<file path="src/rtl/wb_defs.sv">
// Shared encodings and default widths for the writeback stage and its retire FIFO.
package wb_defs;

  localparam int DEF_DATA_W     = 32;
  localparam int DEF_ADDR_W     = 5;
  localparam int DEF_FIFO_DEPTH = 4;
  localparam int DEF_STARVE_MAX = 8;

  typedef enum logic [1:0] {
    WSEL_ALU = 2'd0,
    WSEL_DM  = 2'd1,
    WSEL_PC8 = 2'd2,
    WSEL_RSV = 2'd3
  } wselT;

  typedef enum logic [2:0] {
    LD_LW  = 3'd0,
    LD_LB  = 3'd1,
    LD_LBU = 3'd2,
    LD_LH  = 3'd3,
    LD_LHU = 3'd4
  } ldTypeT;

endpackage

</file>
<file path="src/rtl/wb_retire_fifo.sv">
// Retire FIFO for late multi-cycle results: per-entry live bits, WAW kill by
// address, and two hazard query ports reporting live pending writes.
module wb_retire_fifo
  import wb_defs::*;
#(
  parameter int DATA_W = DEF_DATA_W,
  parameter int ADDR_W = DEF_ADDR_W,
  parameter int DEPTH  = DEF_FIFO_DEPTH
) (
  input  logic              clk,
  input  logic              reset,
  input  logic              push,
  input  logic [ADDR_W-1:0] pushAddr,
  input  logic [DATA_W-1:0] pushData,
  input  logic              pop,
  input  logic              killEn,
  input  logic [ADDR_W-1:0] killAddr,
  input  logic [ADDR_W-1:0] qAddr0,
  input  logic [ADDR_W-1:0] qAddr1,
  output logic              empty,
  output logic              full,
  output logic              headLive,
  output logic [ADDR_W-1:0] headAddr,
  output logic [DATA_W-1:0] headData,
  output logic              pend0,
  output logic              pend1
);

  localparam int PTR_W = $clog2(DEPTH);
  localparam int CNT_W = PTR_W + 1;

  logic [ADDR_W-1:0] addrMem [DEPTH];
  logic [DATA_W-1:0] dataMem [DEPTH];
  logic [DEPTH-1:0]  live;
  logic [PTR_W-1:0]  rdPtr;
  logic [PTR_W-1:0]  wrPtr;
  logic [CNT_W-1:0]  count;

  assign empty    = (count == '0);
  assign full     = (count == CNT_W'(DEPTH));
  assign headLive = live[rdPtr];
  assign headAddr = addrMem[rdPtr];
  assign headData = dataMem[rdPtr];

  // NOTE: storage carries no reset; the live bits alone decide whether an entry means anything.
  always_ff @(posedge clk) begin
    if (push) begin
      addrMem[wrPtr] <= pushAddr;
      dataMem[wrPtr] <= pushData;
    end
  end

  always_ff @(posedge clk or posedge reset) begin
    if (reset) begin
      live  <= '0;
      rdPtr <= '0;
      wrPtr <= '0;
      count <= '0;
    end else begin
      for (int i = 0; i < DEPTH; i++) begin
        if (killEn && live[i] && (addrMem[i] == killAddr)) live[i] <= 1'b0;
      end
      if (pop) begin
        live[rdPtr] <= 1'b0;
        rdPtr       <= rdPtr + 1'b1;
      end
      // NOTE: the push update is the last non-blocking write to its live bit, so a
      // same-edge push survives a kill of the same address (md results are younger).
      if (push) begin
        live[wrPtr] <= 1'b1;
        wrPtr       <= wrPtr + 1'b1;
      end
      case ({push, pop})
        2'b10:   count <= count + CNT_W'(1);
        2'b01:   count <= count - CNT_W'(1);
        default: ;
      endcase
    end
  end

  // NOTE: every output of this block is given a default first so no latch is inferred.
  always_comb begin
    pend0 = 1'b0;
    pend1 = 1'b0;
    for (int i = 0; i < DEPTH; i++) begin
      pend0 = pend0 | (live[i] && (addrMem[i] == qAddr0));
      pend1 = pend1 | (live[i] && (addrMem[i] == qAddr1));
    end
    pend0 = pend0 && (qAddr0 != '0);
    pend1 = pend1 && (qAddr1 != '0);
  end

endmodule

</file>
<file path="src/rtl/wb_stage.sv">
// MIPS writeback stage: MEM/WB register with load extension (WB_SUBWORD_EN),
// write-port arbitration against the retire FIFO, WAW kill and forced drain.
module wb_stage
  import wb_defs::*;
#(
  parameter int DATA_W     = DEF_DATA_W,
  parameter int ADDR_W     = DEF_ADDR_W,
  parameter int FIFO_DEPTH = DEF_FIFO_DEPTH,
  parameter int STARVE_MAX = DEF_STARVE_MAX
) (
  input  logic              clk,
  input  logic              reset,
  input  logic              mem_valid,
  input  logic              mem_regwrite,
  input  logic [ADDR_W-1:0] mem_waddr,
  input  logic [1:0]        mem_wsel,
  input  logic [2:0]        mem_ldtype,
  input  logic [1:0]        mem_boff,
  input  logic [DATA_W-1:0] mem_alu,
  input  logic [DATA_W-1:0] mem_dm,
  input  logic [DATA_W-1:0] mem_pc8,
  input  logic              md_valid,
  input  logic [ADDR_W-1:0] md_waddr,
  input  logic [DATA_W-1:0] md_wdata,
  output logic              md_ready,
  input  logic [ADDR_W-1:0] q_addr0,
  input  logic [ADDR_W-1:0] q_addr1,
  output logic              pend0,
  output logic              pend1,
  output logic              wb_hold,
  output logic              reg_we,
  output logic [ADDR_W-1:0] reg_waddr,
  output logic [DATA_W-1:0] reg_wdata
);

  localparam int STV_W = $clog2(STARVE_MAX + 1);

  logic              wbValid;
  logic [ADDR_W-1:0] wbAddr;
  logic [DATA_W-1:0] wbData;
  logic [DATA_W-1:0] dmExt;
  logic [DATA_W-1:0] selData;
  logic              wbWrites;
  logic              fifoEmpty;
  logic              fifoFull;
  logic              headLive;
  logic [ADDR_W-1:0] headAddr;
  logic [DATA_W-1:0] headData;
  logic              fifoPush;
  logic              fifoPop;
  logic [STV_W-1:0]  starveCnt;
  logic              holdQ;

  assign wbWrites = wbValid && (wbAddr != '0);
  assign fifoPop  = !wbWrites && !fifoEmpty;
  assign md_ready = !fifoFull;
  assign fifoPush = md_valid && md_ready && (md_waddr != '0);
  assign wb_hold  = holdQ;

`ifdef WB_SUBWORD_EN
  logic [7:0]  byteSel;
  logic [15:0] halfSel;

  assign byteSel = mem_dm[{mem_boff, 3'b000} +: 8];
  assign halfSel = mem_dm[{mem_boff[1], 4'b0000} +: 16];

  always_comb begin
    case (mem_ldtype)
      LD_LB:   dmExt = {{(DATA_W-8){byteSel[7]}}, byteSel};
      LD_LBU:  dmExt = DATA_W'(byteSel);
      LD_LH:   dmExt = {{(DATA_W-16){halfSel[15]}}, halfSel};
      LD_LHU:  dmExt = DATA_W'(halfSel);
      default: dmExt = mem_dm;
    endcase
  end
`else
  logic unusedSubword;

  assign dmExt         = mem_dm;
  assign unusedSubword = ^{mem_ldtype, mem_boff};
`endif

  always_comb begin
    case (mem_wsel)
      WSEL_DM:  selData = dmExt;
      WSEL_PC8: selData = mem_pc8;
      default:  selData = mem_alu;
    endcase
  end

  // A held MEM stage re-presents the same instruction, so WB takes a bubble.
  always_ff @(posedge clk or posedge reset) begin
    if (reset) begin
      wbValid <= 1'b0;
      wbAddr  <= '0;
      wbData  <= '0;
    end else if (holdQ) begin
      wbValid <= 1'b0;
    end else begin
      wbValid <= mem_valid && mem_regwrite;
      wbAddr  <= mem_waddr;
      wbData  <= selData;
    end
  end

  always_comb begin
    reg_we    = 1'b0;
    reg_waddr = '0;
    reg_wdata = '0;
    if (wbWrites) begin
      reg_we    = 1'b1;
      reg_waddr = wbAddr;
      reg_wdata = wbData;
    end else if (!fifoEmpty && headLive) begin
      reg_we    = 1'b1;
      reg_waddr = headAddr;
      reg_wdata = headData;
    end
  end

  // Counts cycles the FIFO waits behind the pipeline; the terminal count raises
  // a one-cycle hold so the following WB bubble drains the head.
  always_ff @(posedge clk or posedge reset) begin
    if (reset) begin
      starveCnt <= '0;
      holdQ     <= 1'b0;
    end else begin
      holdQ <= 1'b0;
      if (fifoPop) begin
        starveCnt <= '0;
      end else if (wbWrites && !fifoEmpty) begin
        if (starveCnt == STV_W'(STARVE_MAX - 1)) begin
          starveCnt <= '0;
          holdQ     <= 1'b1;
        end else begin
          starveCnt <= starveCnt + STV_W'(1);
        end
      end
    end
  end

  wb_retire_fifo #(
    .DATA_W(DATA_W),
    .ADDR_W(ADDR_W),
    .DEPTH (FIFO_DEPTH)
  ) u_retire (
    .clk     (clk),
    .reset   (reset),
    .push    (fifoPush),
    .pushAddr(md_waddr),
    .pushData(md_wdata),
    .pop     (fifoPop),
    .killEn  (wbWrites),
    .killAddr(wbAddr),
    .qAddr0  (q_addr0),
    .qAddr1  (q_addr1),
    .empty   (fifoEmpty),
    .full    (fifoFull),
    .headLive(headLive),
    .headAddr(headAddr),
    .headData(headData),
    .pend0   (pend0),
    .pend1   (pend1)
  );

endmodule
</file>
<file path="config.mk">
export PLATFORM = sky130hd
export DESIGN_NAME = wb_stage
export DESIGN_NICKNAME = d
export VERILOG_FILES = /design/src/rtl/wb_defs.sv /design/src/rtl/wb_retire_fifo.sv /design/src/rtl/wb_stage.sv
export SDC_FILE = /design/constraint.sdc
export NUM_CORES = 1
export LEC_CHECK = 0
export BUFFER_PORTS_ARGS = -buffer_cell sky130_fd_sc_hd__buf_2
export CORE_AREA = 8 8 121 151
export CTS_BUF_LIST = sky130_fd_sc_hd__clkbuf_4 sky130_fd_sc_hd__clkbuf_8
export CTS_CLUSTER_SIZE = 30
export DETAILED_ROUTE_END_ITERATION = 16
export DIE_AREA = 0 0 129 159
export GPL_TIMING_DRIVEN = 0
export PLACE_DENSITY_LB_ADDON = 0.08
export SYNTH_ARGS = -nofsm -noshare
export SYNTH_HDL_FRONTEND = slang
export SYNTH_HIERARCHICAL = 1
export SYNTH_SLANG_ARGS = --single-unit
</file>
<file path="constraint.sdc">
create_clock -name clk -period 7.1 [get_ports clk]
set_clock_uncertainty 0.15 [all_clocks]
set_input_delay 0.355 -clock clk [delete_from_list [all_inputs] [get_ports clk]]
set_output_delay 0.355 -clock clk [all_outputs]
set_load 0.01 [all_outputs]
</file>
# --- Yosys cells after proc, flatten, opt, wreduce, memory -nomap -nowiden ---
# Memories as Yosys holds them, arrays and structs flattened.
# Index checks and enable logic that the tools add are counted.
word_totals:
  ff_bits: 54
  ramBits: 148
  in_bits: 160
  out_inout_bits: 42
  elab_cells: 113
  memories: 2
classes:
  add_sub_neg: 5
  n_lt_le_gt_ge: 4
  eq_ne: 18
  n_mux: 29
  n_bitwise: 9
  reduce_logical: 37
memory_table:
  columns: ["memory", "depth", "width", "read_ports", "rd_ports_with_merged_regs", "wr", "line", "rtl"]
  rows:
  - ["u_retire.dataMem", 4, 32, 1, 0, 1, "wb_retire_fifo.sv:33", "logic [DATA_W-1:0] dataMem [DEPTH];"]
  - ["u_retire.addrMem", 4, 5, 5, 0, 1, "wb_retire_fifo.sv:32", "logic [ADDR_W-1:0] addrMem [DEPTH];"]
op_table:
  columns: ["cell", "count"]
  rows:
  - ["two-way mux 32 bit", 2]
  - ["one-hot mux 32 bit (2 select lines)", 1]
  - ["equality test 5 bit", 12]
  - ["logical AND 1 bit", 27]
  - ["two-way mux 4 bit", 5]
  - ["nonzero test 5 bit", 4]
  - ["two-way mux 1 bit", 15]
  - ["two-way mux 5 bit", 2]
  - ["less-than comparator 2 x 3 -> 1 bit, second input constant", 2]
  - ["bitwise OR 1 bit", 6]
  - ["one-hot mux 3 bit (2 select lines)", 1]
  - ["adder 2 x 1 -> 2 bit, second input constant", 2]
  - ["adder 4 x 1 -> 4 bit, second input constant", 1]
  - ["AND 4 bit", 1]
  - ["demux 1 bit (select 2 bit)", 2]
  - ["equality test 2 x 1 -> 1 bit, second input constant", 2]
  - ["equality test 2 bit, second input constant", 2]
  - ["equality test 4 x 3 -> 1 bit, second input constant", 1]
  - ["greater-or-equal comparator 2 x 1 -> 1 bit, second input constant", 2]
  - ["NOT 4 bit", 1]
  - ["bitwise OR 4 bit", 1]
  - ["nonzero test 2 bit", 2]
  - ["adder 3 x 1 -> 3 bit, second input constant", 1]
  - ["equality test 3 bit, second input constant", 1]
  - ["other kinds (4)", 6]

# --- Depth between registers and ports, before layout ---
logic_depth:
  word_depth: 9
  depth_mapped: 11
  mapped_depth_nobuf: 11

# --- Hierarchy ---
# The synthesis kept the hierarchy.
modules_own_cells:
  columns: ["module", "instances", "cells_per_inst", "area_per_inst_um2", "seq_area_each_um2"]
  rows:
  - ["wb_retire_fifo", 1, 350, 6792.8, 4719.5]
  - ["wb_stage", 1, 387, 2745.1, 1076.0]

# --- Worst setup path before layout ---
# No wires, ideal clock.
synth_path:
  kind: "reg2reg"
  startpoint: "register wbAddr[1]"
  endpoint: "register u_retire.count[2]"
  setup_time_ns: 0.079
  t_arrival_ns: 2.845
  t_required_ns: 6.871
  path_slack_ns: 4.026
  path_stages_with_launch: 12
  n_path_buf: 1
  synth_period_minus_slack_ns: 3.074
  path_cell_list: "dfrtp_1 > or4_4 > o21ai_4 > inv_2 > buf_2 > nor2_1 > ha_1 > inv_1 > fa_1 > xor2_1 > nor2_1 > xor2_1"
synth_via:
  elab_chain_len: 6
  elab_cells_between_ends: 8
  classes_between: "eq/ne (2); mux (1); reduce/logical (5)"
synth_lines:
  columns: ["element", "line", "rtl"]
  rows:
  - ["from (decl)", "wb_stage.sv:39", "logic [ADDR_W-1:0] wbAddr;"]
  - ["from (signal assigned)", "wb_stage.sv:101", "wbAddr <= mem_waddr;"]
  - ["nonzero test 5 bit *", "wb_stage.sv:54", "assign wbWrites = wbValid && (wbAddr != '0);"]
  - ["logical AND 1 bit *", "wb_stage.sv:54", null]
  - ["via wbWrites", "wb_stage.sv:43", "logic wbWrites;"]
  - ["zero test 1 bit *", "wb_stage.sv:55", "assign fifoPop = !wbWrites && !fifoEmpty;"]
  - ["logical AND 1 bit *", "wb_stage.sv:55", null]
  - ["via fifoPop", "wb_stage.sv:50", "logic fifoPop;"]
  - ["equality test 2 x 1 -> 1 bit or equality test 2 bit (tied branches)", "wb_retire_fifo.sv:73", "case ({push, pop})"]
  - ["one-hot mux 3 bit (2 select lines) or nonzero test 2 bit (tied branches)", null, null]
  - ["to (signal assigned)", "wb_retire_fifo.sv:74", "2'b10: count <= count + CNT_W'(1);"]
  - ["to (signal assigned)", "wb_retire_fifo.sv:75", "2'b01: count <= count - CNT_W'(1);"]
  - ["to (decl)", "wb_retire_fifo.sv:37", "logic [CNT_W-1:0] count;"]
# The timed path passes the listed nets; every way through them passes the cells marked *.
# A chain may end at the register's enable or synchronous reset.

# --- Worst setup path in the final report ---
layout_path:
  startpoint: "register u_retire.rdPtr[0]"
  endpoint: "output reg_wdata[27]"
layout_via:
  elab_chain_len: 5
  elab_cells_between_ends: 6
  classes_between: "mux (4); reduce/logical (1); memory (1)"
layout_lines:
  columns: ["element", "line", "rtl"]
  rows:
  - ["from (decl)", "wb_retire_fifo.sv:35", "logic [PTR_W-1:0] rdPtr;"]
  - ["from (signal assigned)", "wb_retire_fifo.sv:65", "rdPtr <= rdPtr + 1'b1;"]
  - ["binary-select mux 1 bit (select 2 bit)", "wb_retire_fifo.sv:41", "assign headLive = live[rdPtr];"]
  - ["two-way mux 1 bit (implied by the code)", "wb_retire_fifo.sv:41", null]
  - ["via headLive", "wb_stage.sv:46", "logic headLive;"]
  - ["logical AND 1 bit", "wb_stage.sv:114", "end else if (!fifoEmpty && headLive) begin"]
  - ["two-way mux 32 bit", "wb_stage.sv:114", null]
  - ["two-way mux 32 bit", "wb_stage.sv:110", "if (wbWrites) begin"]
  - ["to (decl)", "wb_stage.sv:33", "output logic [DATA_W-1:0] reg_wdata"]
# The timed path passes the listed nets, and every way through them passes these cells. The select of a mux whose other input is x is not followed.

==> run_results.csv <==
group,metric,value,unit
run_status,status,"finished clean",
sta,setup_violations,0,
clocking,postCtsSetupBuffers,0,
sta,final.period_utilization,52.17,%
place,placed_cell_area,10820,sq um
logic_synthesis,async_flop_share,26.73,%
place,dpl.hpwl,18.79,mm
grt,grt_pass1_wl,41.71,mm
power,p_total,4.025,mW
sta,final-hold-violation-count,0,
critical_path,reg2reg_to,"u_retire/count[2]",
power,seq_power_share,40.6,%
sta,fin_hold_ws,22.35,ps
critical_path,reg2reg_setup_slack,3450,ps
layout,regArea,5796,sq um
clocking,cts_buffers,30,
layout,fin_nets,1204,
layout,multi_input_area,3376,sq um
critical_path,reg2reg_from,"wbAddr[1]",
die,rows,52,
layout,syn2layout_area_growth,27.93,%
grt,grt_busiest_layer,"met2",
critical_path,r2r_cells,11,
hold_path,hold_class,"primary input to flip-flop",
logic_synthesis,synth_edf_count,148,
grt,grt.met3_usage,6.066,%
sta,worst_slack,3396,ps
critical_path,cp_data_required_time,6590,ps
die,num_io_pins,202,
routing,vias_per_cell,5.653,
routing,drt_iter0_markers,452,
grt,grt_use_met2,43.48,%
routing,ant_nets,0,
grt,grt_pass1_vias,7861,
layout,nFillCells,1004,
die,core_area,15940,sq um
clocking,cts_max_level,1,
power,p_sw,1.317,mW
layout,layout_commonest_cell,"buf_2",
layout,layout.cells.non_filler,1271,
place,gp_congestion,0.8888,
hold_path,hold_end,"wbData[0]",
layout,diodes,0,
sta,final.setup.tns,0,ps
logic_synthesis,synth_top_area_share,46.60,%
die,fp.dieH,159,um
sta,rsz0062_at_grt,"no",
critical_path,cp-start-kind,"flip-flop",
sta,maxSlewHeadroom,36.89,%
clocking,clockBufferDepth,3,
layout,final_area,12200,sq um
logic_synthesis,synth_area_per_cell,12.94,sq um
power,clkPwrFrac,24.8,%
grt,grt_max_degree,44,
logic_synthesis,synth_top_area_cell,"edfxtp_1",
logic_synthesis,syn_inst,737,
clocking,cts-root-buf,"clkbuf_8",
place,dp.cells,1143,
sta,max_freq,270.0,MHz
power,switching_share,32.72,%
logic_synthesis,syn_nets,910,
grt,grt.total_usage,26.11,%
hold_path,hp-start,"mem_alu[0]",
power,total_leakage_power,4.956,nW
die,dieArea,20510,sq um
place,port_buffers,186,
logic_synthesis,yosys_register_bits,202,
logic_synthesis,syn-cell-area,9538,sq um
routing,dr.pass1.iters,5,
grt,grt_util_met1,33.05,%
power,comb_power_share,34.6,%
layout,final_core_utilization,76.55,%
routing,vias,7185,
die,die_width,129,um
hold_path,min_path_cells,3,
clocking,cts_sinks,202,
power,power_density,329.8,nW/um^2
routing,wl_per_cell,20.90,um
critical_path,setup.worst_path.class,"flip-flop to output pin",
routing,drcViolationCount,0,
critical_path,worstSetupEndpointType,"output pin",
logic_synthesis,ys_top_cells_by_area,"edfxtp_1, dfrtp_1, mux4_2",
power,intPower,2.708,mW
logic_synthesis,synth_ff_type,"edfxtp_1",
sta,tightest_slew,945.3,ps
grt,grt-ovfl-total,0,
flow_run,maxCapViolCount,0,
power,vdd_drop_max,216.2,uV
clocking,cts_tree,"yes",
die,start_util,59.84,%
logic_synthesis,ys_types,40,
clocking,path_clk_slew,60,ps
logic_synthesis,synth_warnings,6,
layout,drive_gt1_share,30.33,%
place,pre_cts_ws,3505,ps
sta,drv_slew,0,
clocking,clk_latency,540,ps
layout,final_cell_mix,"buf_2, edfxtp_1, nand2_1",
critical_path,cp_max_fo,10,
routing,wl,26.56,mm
logic_synthesis,synth-seq-area-share,60.76,%
sta,finalCriticalPeriod,3704,ps
grt,antenna_found_initial,0,
critical_path,cp.arrival,3200,ps
## critical path: stages, from the launching register on
cell and delay [ps]:
dfrtp_1 410, buf_2 190, buf_6 180, mux4_2 330
nor2b_1 200, clkbuf_1 450, clkbuf_1 480, nand3_1 160
nand2_1 110, buf_2 140
## Yosys cell counts, types with 2 or more instances
master,n
inv_1,13
buf_2,9
mux2_2,5
buf_1,2
nand4_1,2
nor2_1,36
o21a_1,2
nand3_1,47
and2_1,4
edfxtp_1,148
xnor2_1,13
o21ai_0,37
buf_6,13
nand2_1,119
a22oi_1,32
xor2_1,52
mux4_2,38
nor4_1,14
o21ai_1,5
buf_4,4
dfrtp_1,54
clkbuf_1,24
a31o_1,4
ha_1,12
a21oi_1,32
or4_1,2
## worst max path at each step
| stage | from | slack (ps) | end |
|---|---|---|---|
| 5_1_grt | u_retire/rdPtr[0] | 3160 | reg_wdata[26] |
| 2_1_floorplan | wbAddr[1] | 4030 | u_retire/count[2] |
| 6_report | u_retire/rdPtr[0] | 3400 | reg_wdata[27] |
| 3_5_place_dp | wbAddr[1] | 3500 | u_retire/count[2] |
| 3_3_place_gp | wbAddr[1] | 3600 | u_retire/count[2] |
| 4_1_cts | u_retire/rdPtr[0] | 3350 | reg_wdata[26] |
## timing repair
action                     4_1_cts  5_1_grt
hold endpoints to repair       235        0
resized for setup                0        0
setup endpoints to repair        0        0
hold buffers                    72        0
## state kept, by name (all words and copies together) (netlist names)
| name | count |
|---|---|
| u_retire/dataMem | 128 |
| wbData | 32 |
| u_retire/addrMem | 20 |
| wbAddr | 5 |
| starveCnt | 4 |
| u_retire/live | 4 |
| u_retire/count | 3 |
| u_retire/rdPtr | 2 |
| u_retire/wrPtr | 2 |
| wbValid | 1 |
| wb_hold | 1 |
## layout make-up
cell class | instances | area share (%)
clock inverter | 10 | 0.8101
buffer | 52 | 2.615
tap | 216 | 2.215
inverter | 14 | 0.4307
sequential | 202 | 47.50
timing repair buffer | 262 | 14.19
clock buffer | 46 | 4.573
multi-input combinational | 469 | 27.67
## cells by family after synthesis
logic type	Yosys count	share of synthesized area [%]
mux	44	9.668
fa+ha+maj	13	1.784
compound gates	116	7.372
xor+xnor	65	5.969
flops	202	60.76
buf+inv	66	3.896
simple gates	231	10.55
## per-layer routing
layer,part of all wire [%],vias to the layer above
li1,-,3289
met1,39,3507
met2,50,341
met3,8.9,48
met4,2.1,0
met5,0,-
## power by group through the flow
stage          clock, mW  combinational (mW)  sequential, mW
2_1_floorplan          0               0.900            1.61
3_3_place_gp           0                1.30            1.65
3_5_place_dp           0                1.36            1.65
4_1_cts             1.01                1.40            1.63
5_1_grt             1.07                1.52            1.65
6_report           0.999                1.39            1.63
Note: power is estimated with default switching activity, not from simulation.
